File: src/rtl/lx32_mc_ctrl.sv
// lx32_mc_ctrl - multicycle control FSM for the lx32 non-pipelined core.
//
// Steps each instruction through FETCH, DECODE, EXEC, MEM and WB over the
// shared datapath and drives every datapath strobe and mux select from the
// current state plus the opcode held in IR. Illegal opcodes park the FSM in
// TRAP until reset.
//
// Ports:
//   clk, rst        rising-edge clock, synchronous active-high reset
//   opcode          instr[6:0] from the IR output
//   funct3_store    reserved, tie 0
//   imem_ack        instruction read data valid this cycle
//   dmem_ack        data access complete this cycle
//   branch_cond     ALU compare result for the current branch
//   imem_req/ir_we  instruction fetch request / IR load enable
//   pc_we/pc_sel    PC write enable / next-PC select (pc+4, pc+imm, alu&~1)
//   alu_a_sel       ALU operand A select (rs1, pc, zero)
//   alu_b_sel       ALU operand B select (rs2, imm)
//   dmem_req/we     data memory request / store (1) or load (0)
//   rf_we/wb_sel    register write enable / writeback source (alu, mem, pc+4)
//   illegal         sticky illegal-opcode trap flag
//   retired         retired instruction count, wraps silently
//   state_o         current state, debug
module lx32_mc_ctrl #(
    parameter int RET_W = 32
) (
    input  logic             clk,
    input  logic             rst,
    input  logic [6:0]       opcode,
    input  logic             funct3_store,
    input  logic             imem_ack,
    input  logic             dmem_ack,
    input  logic             branch_cond,
    output logic             imem_req,
    output logic             ir_we,
    output logic             pc_we,
    output logic [1:0]       pc_sel,
    output logic [1:0]       alu_a_sel,
    output logic             alu_b_sel,
    output logic             dmem_req,
    output logic             dmem_we,
    output logic             rf_we,
    output logic [1:0]       wb_sel,
    output logic             illegal,
    output logic [RET_W-1:0] retired,
    output logic [2:0]       state_o
);

    typedef enum logic [2:0] {
        FETCH  = 3'd0,
        DECODE = 3'd1,
        EXEC   = 3'd2,
        MEM    = 3'd3,
        WB     = 3'd4,
        TRAP   = 3'd5
    } state_t;

    localparam logic [6:0] OPC_OP     = 7'b0110011;
    localparam logic [6:0] OPC_OP_IMM = 7'b0010011;
    localparam logic [6:0] OPC_LUI    = 7'b0110111;
    localparam logic [6:0] OPC_AUIPC  = 7'b0010111;
    localparam logic [6:0] OPC_LOAD   = 7'b0000011;
    localparam logic [6:0] OPC_STORE  = 7'b0100011;
    localparam logic [6:0] OPC_BRANCH = 7'b1100011;
    localparam logic [6:0] OPC_JAL    = 7'b1101111;
    localparam logic [6:0] OPC_JALR   = 7'b1100111;

    state_t     state;
    state_t     state_next;
    logic       opc_legal;
    logic [1:0] exec_a_sel;
    logic       exec_b_sel;
    logic       unused_inputs;

    // funct3_store is reserved for a later revision and has no effect here.
    assign unused_inputs = funct3_store;

    assign state_o = state;

    // Legality check and the ALU operand selects each opcode needs. The
    // selects are reused in MEM (address must stay stable) and in WB for
    // JALR (the jump target comes straight off the ALU).
    always_comb begin
        opc_legal  = 1'b1;
        exec_a_sel = 2'd0;
        exec_b_sel = 1'b0;
        case (opcode)
            OPC_OP:     begin exec_a_sel = 2'd0; exec_b_sel = 1'b0; end
            OPC_OP_IMM,
            OPC_LOAD,
            OPC_STORE,
            OPC_JALR:   begin exec_a_sel = 2'd0; exec_b_sel = 1'b1; end
            OPC_LUI:    begin exec_a_sel = 2'd2; exec_b_sel = 1'b1; end
            OPC_AUIPC:  begin exec_a_sel = 2'd1; exec_b_sel = 1'b1; end
            OPC_BRANCH: begin exec_a_sel = 2'd0; exec_b_sel = 1'b0; end
            OPC_JAL:    begin exec_a_sel = 2'd0; exec_b_sel = 1'b0; end
            default:    opc_legal = 1'b0;
        endcase
    end

    // Next-state and output decode. Everything defaults to 0 and stays 0
    // while rst is high, so a reset landing mid-instruction cannot leak a
    // PC or register write. Acks only matter in the state that waits on them.
    always_comb begin
        state_next = state;
        imem_req   = 1'b0;
        ir_we      = 1'b0;
        pc_we      = 1'b0;
        pc_sel     = 2'd0;
        alu_a_sel  = 2'd0;
        alu_b_sel  = 1'b0;
        dmem_req   = 1'b0;
        dmem_we    = 1'b0;
        rf_we      = 1'b0;
        wb_sel     = 2'd0;
        if (!rst) begin
            case (state)
                FETCH: begin
                    imem_req = 1'b1;
                    if (imem_ack) begin
                        ir_we      = 1'b1;
                        state_next = DECODE;
                    end
                end
                DECODE: begin
                    state_next = opc_legal ? EXEC : TRAP;
                end
                EXEC: begin
                    alu_a_sel = exec_a_sel;
                    alu_b_sel = exec_b_sel;
                    if (opcode == OPC_BRANCH) begin
                        pc_we      = 1'b1;
                        pc_sel     = branch_cond ? 2'd1 : 2'd0;
                        state_next = FETCH;
                    end else if (opcode == OPC_LOAD || opcode == OPC_STORE) begin
                        state_next = MEM;
                    end else begin
                        state_next = WB;
                    end
                end
                MEM: begin
                    alu_a_sel = exec_a_sel;
                    alu_b_sel = exec_b_sel;
                    dmem_req  = 1'b1;
                    dmem_we   = (opcode == OPC_STORE);
                    if (dmem_ack) begin
                        if (opcode == OPC_STORE) begin
                            pc_we      = 1'b1;
                            state_next = FETCH;
                        end else begin
                            state_next = WB;
                        end
                    end
                end
                WB: begin
                    rf_we      = 1'b1;
                    pc_we      = 1'b1;
                    state_next = FETCH;
                    case (opcode)
                        OPC_LOAD: wb_sel = 2'd1;
                        OPC_JAL: begin
                            wb_sel = 2'd2;
                            pc_sel = 2'd1;
                        end
                        OPC_JALR: begin
                            wb_sel    = 2'd2;
                            pc_sel    = 2'd2;
                            alu_a_sel = exec_a_sel;
                            alu_b_sel = exec_b_sel;
                        end
                        default: begin
                            wb_sel = 2'd0;
                            pc_sel = 2'd0;
                        end
                    endcase
                end
                TRAP: begin
                    state_next = TRAP;
                end
                default: begin
                    state_next = FETCH;
                end
            endcase
        end
    end

    // State register, retire counter and trap flag. Every instruction
    // retires on exactly the edge where it writes the PC, so pc_we doubles
    // as the retire strobe. The trap flag is set on the edge entering TRAP.
    always_ff @(posedge clk) begin
        if (rst) begin
            state   <= FETCH;
            retired <= '0;
            illegal <= 1'b0;
        end else begin
            state <= state_next;
            if (pc_we) begin
                retired <= retired + RET_W'(1);
            end
            if (state_next == TRAP) begin
                illegal <= 1'b1;
            end
        end
    end

endmodule

File: config.mk
export PLATFORM = sky130hd
export DESIGN_NAME = lx32_mc_ctrl
export DESIGN_NICKNAME = d
export VERILOG_FILES = /design/src/rtl/lx32_mc_ctrl.sv
export SDC_FILE = /design/constraint.sdc
export NUM_CORES = 1
export LEC_CHECK = 0
export CORE_ASPECT_RATIO = 1.25
export CORE_MARGIN = 4
export CORE_UTILIZATION = 53
export DETAILED_ROUTE_END_ITERATION = 6
export GPL_TIMING_DRIVEN = 0
export PLACE_DENSITY = 0.86
export RECOVER_POWER = 25
export REMOVE_ABC_BUFFERS = 1
export SLEW_MARGIN = 0
export SYNTH_ARGS = -nofsm -noshare
export SYNTH_HDL_FRONTEND = slang
export SYNTH_SLANG_ARGS = --single-unit
export TNS_END_PERCENT = 30
File: constraint.sdc
create_clock -name clk -period 4.3 [get_ports clk]
set_input_delay 0.86 -clock clk [delete_from_list [all_inputs] [get_ports clk]]
set_output_delay 0.86 -clock clk [all_outputs]
set_load 0.05 [all_outputs]
# After elaboration in Yosys (flattened, before gate mapping)
# Cells that the tools add are included.
# word_totals
reg_bits	36
in_bits	13
output_inout_bits	49
elab_cells	66
# classes
n_addsub	1
n_eq_ne	15
muxes	41
n_reduce_logical	6
# ops
operator	count
adder 32 x 1 -> 32 bit (second input constant)	1
== test 7 x 6 -> 1 bit (second input constant)	3
== test 7 bit (second input constant)	3
2-to-1 mux 1 bit	21
2-to-1 mux 3 bit	7
one-hot mux 2 bit (2 select lines)	5
one-hot mux 3 bit (5 select lines)	1
== test 7 x 5 -> 1 bit (second input constant)	2
2-to-1 mux 2 bit	5
== test 3 bit (second input constant)	3
OR reduction 9 bit	1
== test 7 x 2 -> 1 bit (second input constant)	1
== test 3 x 2 -> 1 bit (second input constant)	2
OR reduction 6 bit	1
OR reduction 2 bit	2
== test 3 x 1 -> 1 bit (second input constant)	1
logical NOT 3 bit	1
one-hot mux 1 bit (3 select lines)	1
one-hot mux 1 bit (2 select lines)	1
logical OR 1 bit	1

# Longest topological paths before layout
# logic_depth
ltp_word	7
depth_mapped	8
depth_no_buf	5

# Worst setup path before layout
# No wires, ideal clock.
# synth_path
kind	input port to output port
startpoint	input rst
endpoint	output ir_we
arrival_ps	3435
required_time_ps	3440
path_slack_ps	5
path_stages	4
path_buffers	2
cell_sequence	clkbuf_1 -> clkbuf_1 -> nor4_1 -> and2_1
# synth_via
elab_chain_cells	1
# synth_rtl
element	line_no	rtl
start, declared	28	input logic rst,
2-to-1 mux 1 bit	116	if (!rst) begin
end, declared	35	output logic ir_we,
# No other way between the ends.

# Worst setup path after layout
# layout_path
startpoint	input opcode[2]
endpoint	output pc_we
# layout_via
elab_chain_cells	5
# layout_rtl
element	line_no	rtl
start, declared	29	input logic [6:0] opcode,
== test 7 x 6 -> 1 bit	147	if (opcode == OPC_STORE) begin
2-to-1 mux 1 bit	147	
2-to-1 mux 1 bit	146	if (dmem_ack) begin
one-hot mux 1 bit (3 select lines) *	117	case (state)
2-to-1 mux 1 bit *	116	
end, declared	36	output logic pc_we,
# Every way passes the cells marked *; elsewhere a longest branch is shown, timed or not.

==> metrics.csv <==
stage;metric;value;unit
routing;DRT iter0 DRCs;210;
die;Initial Util;54.8;%
hold_path;min-delay src;illegal;
place;DP Area;0.00301;mm2
sta;period utilization;97.1;%
sta;final setup violation count;0;
power_and_ir_drop;sw frac;29.7;%
place;DP HPWL;4120;um
die;core area;0.00439;mm2
routing;Detailed Routing Iterations Pass 1;4;
sta;relative slew slack;47.6;%
clocking;Max clock buf depth;2;
global_routing;first-pass GRT wire length;10100;um
clocking;Reg clk slew, reported paths;0.07;ns
clocking;# hold bufs at CTS;0;
place;Place WS;-0.431;ns
sta;measured slew at the worst slew-check pin;0.786;ns
logic_synthesis;yosys warns;0;
clocking;# H-tree levels;2;
logic_synthesis;count of cell types in the netlist;42;
power_and_ir_drop;P_int;0.564;mW
routing;vias;2404;
die;Vert. Die Dim;83.4;um
worst_setup_path;Setup CP Type;in -> out;
worst_setup_path;RR Startpoint;state_o[1];
worst_setup_path;CP Max Fanout;16;
logic_synthesis;post-synthesis async set-or-reset flop share;0;%
worst_setup_path;R2R setup slack;1.83;ns
global_routing;vias in the first global route;2334;
clocking;clk root buf;clkbuf_8;
die;I/O Pins;62;
power_and_ir_drop;Pwr Density;254;mW/mm2
routing;post-route ant nets;0;
hold_path;Hold Path Stages;2;
cells_and_area;ANT cells;0;
clocking;latest clock arrival within the worst-skew pair;0.29;ns
logic_synthesis;ys flop type;dfxtp_1;
power_and_ir_drop;clock group share of total power;37.2;%
hold_path;Hold Path Sink;illegal;
sta;Final min period;4.18;ns
power_and_ir_drop;Pwr Total;0.801;mW
routing;routed len/inst;15.1;um
clocking;clock sink count;36;
worst_setup_path;CP Launch Type;primary input;
routing;Vias per Instance;6.01;
die;# rows;27;
status;status;completed;
logic_synthesis;EDFF count, synth;0;
job;Max Cap Viol;0;
clocking;CTS tree;done;
global_routing;pin count of the biggest net entering global routing;52;
cells_and_area;area grow syn2layout;31.0;%
cells_and_area;Total Nets Final;355;
logic_synthesis;Cells after Synth;291;
power_and_ir_drop;peak supply drop;0.271;mV
clocking;setup repair bufs after CTS;0;
logic_synthesis;Avg Inst Size Synth;8.28;um2
worst_setup_path;RR Endpoint;retired[15];
logic_synthesis;FF+latch count, synth;36;
place;PortBufs;60;
die;Die ar.;0.00569;mm2
power_and_ir_drop;P_sw;0.238;mW
global_routing;GRT Util Overall;22.0;%
worst_setup_path;Worst EP required;3.44;ns
clocking;TritonCTS Buffers;5;
worst_setup_path;R2R cell count;5;
place;routability cong.;0.809;
cells_and_area;share of cells above drive strength 1;9.06;%
power_and_ir_drop;sequential share of power;44.4;%
worst_setup_path;Worst Setup End Kind;output pin;
logic_synthesis;sequential element share of the synthesized area;29.9;%
cells_and_area;Finished Core Util;71.9;%
global_routing;initial antenna violation count;0;
sta;fmax;239;MHz
sta;fin worst setup slack;0.124;ns
logic_synthesis;Syn Std Cell Area;0.00241;mm2
cells_and_area;fillers;351;
power_and_ir_drop;logic gate share of total power;18.4;%
cells_and_area;final standard cell area without fillers;0.00316;mm2
worst_setup_path;WP data arrival;3.32;ns
global_routing;global route total overflow;0;
routing;Routed WL;6040;um
power_and_ir_drop;Lkg Pwr;1.28;nW
die;Chip Width;68.3;um
sta;worst setup skew after layout;0.00834;ns
sta;hold_ws;0.451;ns
hold_path;hold crit path type;reg -> reg;
routing;# DRC;0;
sta;Final Max Slew Viols;0;
sta;final number of hold-violating endpoints;0;
## power groups by stage
| stage | combinational [mW] | sequential (mW) | clock [mW] |
|---|---|---|---|
| global placement | 0.145 | 0.363 | 0 |
| finish | 0.148 | 0.356 | 0.298 |
| CTS | 0.148 | 0.356 | 0.298 |
| global route | 0.159 | 0.358 | 0.309 |
| floorplan | 0.0634 | 0.385 | 0 |
| detailed placement | 0.146 | 0.363 | 0 |
## how the worst max path moves through the flow
stage	from	end	slack (ns)	depth (start not counted)
after CTS	opcode[2]	pc_we	-0.01	6
after global routing	opcode[2]	pc_we	-0.002	6
after detailed placement	rst	alu_b_sel	-0.43	8
after global placement	rst	alu_b_sel	-1.94	7
final	opcode[2]	pc_we	0.12	6
after floorplan	rst	alu_b_sel	-0.02	5
## worst max-delay path, stage by stage
cell	delay, ns
clkdlybuf4s50_1	0.53
or4_4	0.59
nor2_4	0.23
a41oi_4	0.37
nand2_1	0.19
clkdlybuf4s15_1	0.53
## metal layers
layer,GRT usage (%),part of all wire [%],vias up
li1,-,-,1161
met1,25.7,40,1147
met2,37.1,51,82
met3,5.82,6.9,14
met4,8.50,2.0,0
met5,0,0,-
## through the flow
stage	std cells	setup TNS, ns
after floorplan	272	-0.0249
after global placement	390	-32.22
after detailed placement	391	-1.91
after CTS	399	-0.0141
after global routing	400	-0.00234
final	400	0
## flip-flops by register name, indices dropped and copies added, names as in the netlist
name	cells
illegal	1
retired	32
state_o	3
## cell families after synthesis
logic type / Yosys count / synth area share (%)
multiplexers: 30 / 13.9
adder cells (fa/ha/maj): 2 / 0.935
AND/OR/NAND/NOR: 146 / 34.2
buffers and inverters: 27 / 4.67
flip-flops: 36 / 29.9
AO/OA/AOI/OAI: 50 / 16.4
## synthesized netlist by cell type (all sizes together) (7+ instances only)
| cell | number | area (um2) |
|---|---|---|
| nand4 | 16 | 100 |
| inv | 8 | 30.0 |
| mux2 | 27 | 304 |
| a21oi | 22 | 110 |
| buf | 7 | 37.5 |
| a211oi | 10 | 75.1 |
| nor2 | 38 | 150 |
| clkbuf | 12 | 45.0 |
| nand3 | 16 | 85.1 |
| nand2 | 13 | 48.8 |
| dfxtp | 36 | 721 |
| nor2b | 28 | 175 |
## repair_timing
item	CTS	global route
endpoints found under the setup margin	6	5
gates resized for setup	3	5
gates cloned	0	1
pin swaps	0	1
endpoints found under the hold margin	0	0
## cells in the final DEF, fill, tap and decap left out, drive strengths merged, types with 3 or more instances in the layout
master and n:
clkbuf 6, nand4 16, nor2 38, mux2 27, nand2b 6, dlymetal6s2s 4
nor2b 28, and2 6, a21oi 22, dlygate4sd3 21, nor4 4, nand3 16
inv 8, dfxtp 36, nor3 5, a211oi 10, and3 6, or4 5
clkdlybuf4s50 33, nand2 13, o21ai 5, a2111oi 4, mux2i 3
## final cells by class
| type | count | area (um2) | share of cell area (%) |
|---|---|---|---|
| multi-input combinational | 229 | 1600 | 50.7 |
| tap | 58 | 72.6 | 2.30 |
| clock inverter | 2 | 35.0 | 1.11 |
| inverter | 8 | 30.0 | 0.952 |
| sequential | 36 | 721 | 22.8 |
| timing repair buffer | 61 | 626 | 19.8 |
| clock buffer | 6 | 72.6 | 2.30 |
No activity file was read; power rests on OpenSTA's default activity.
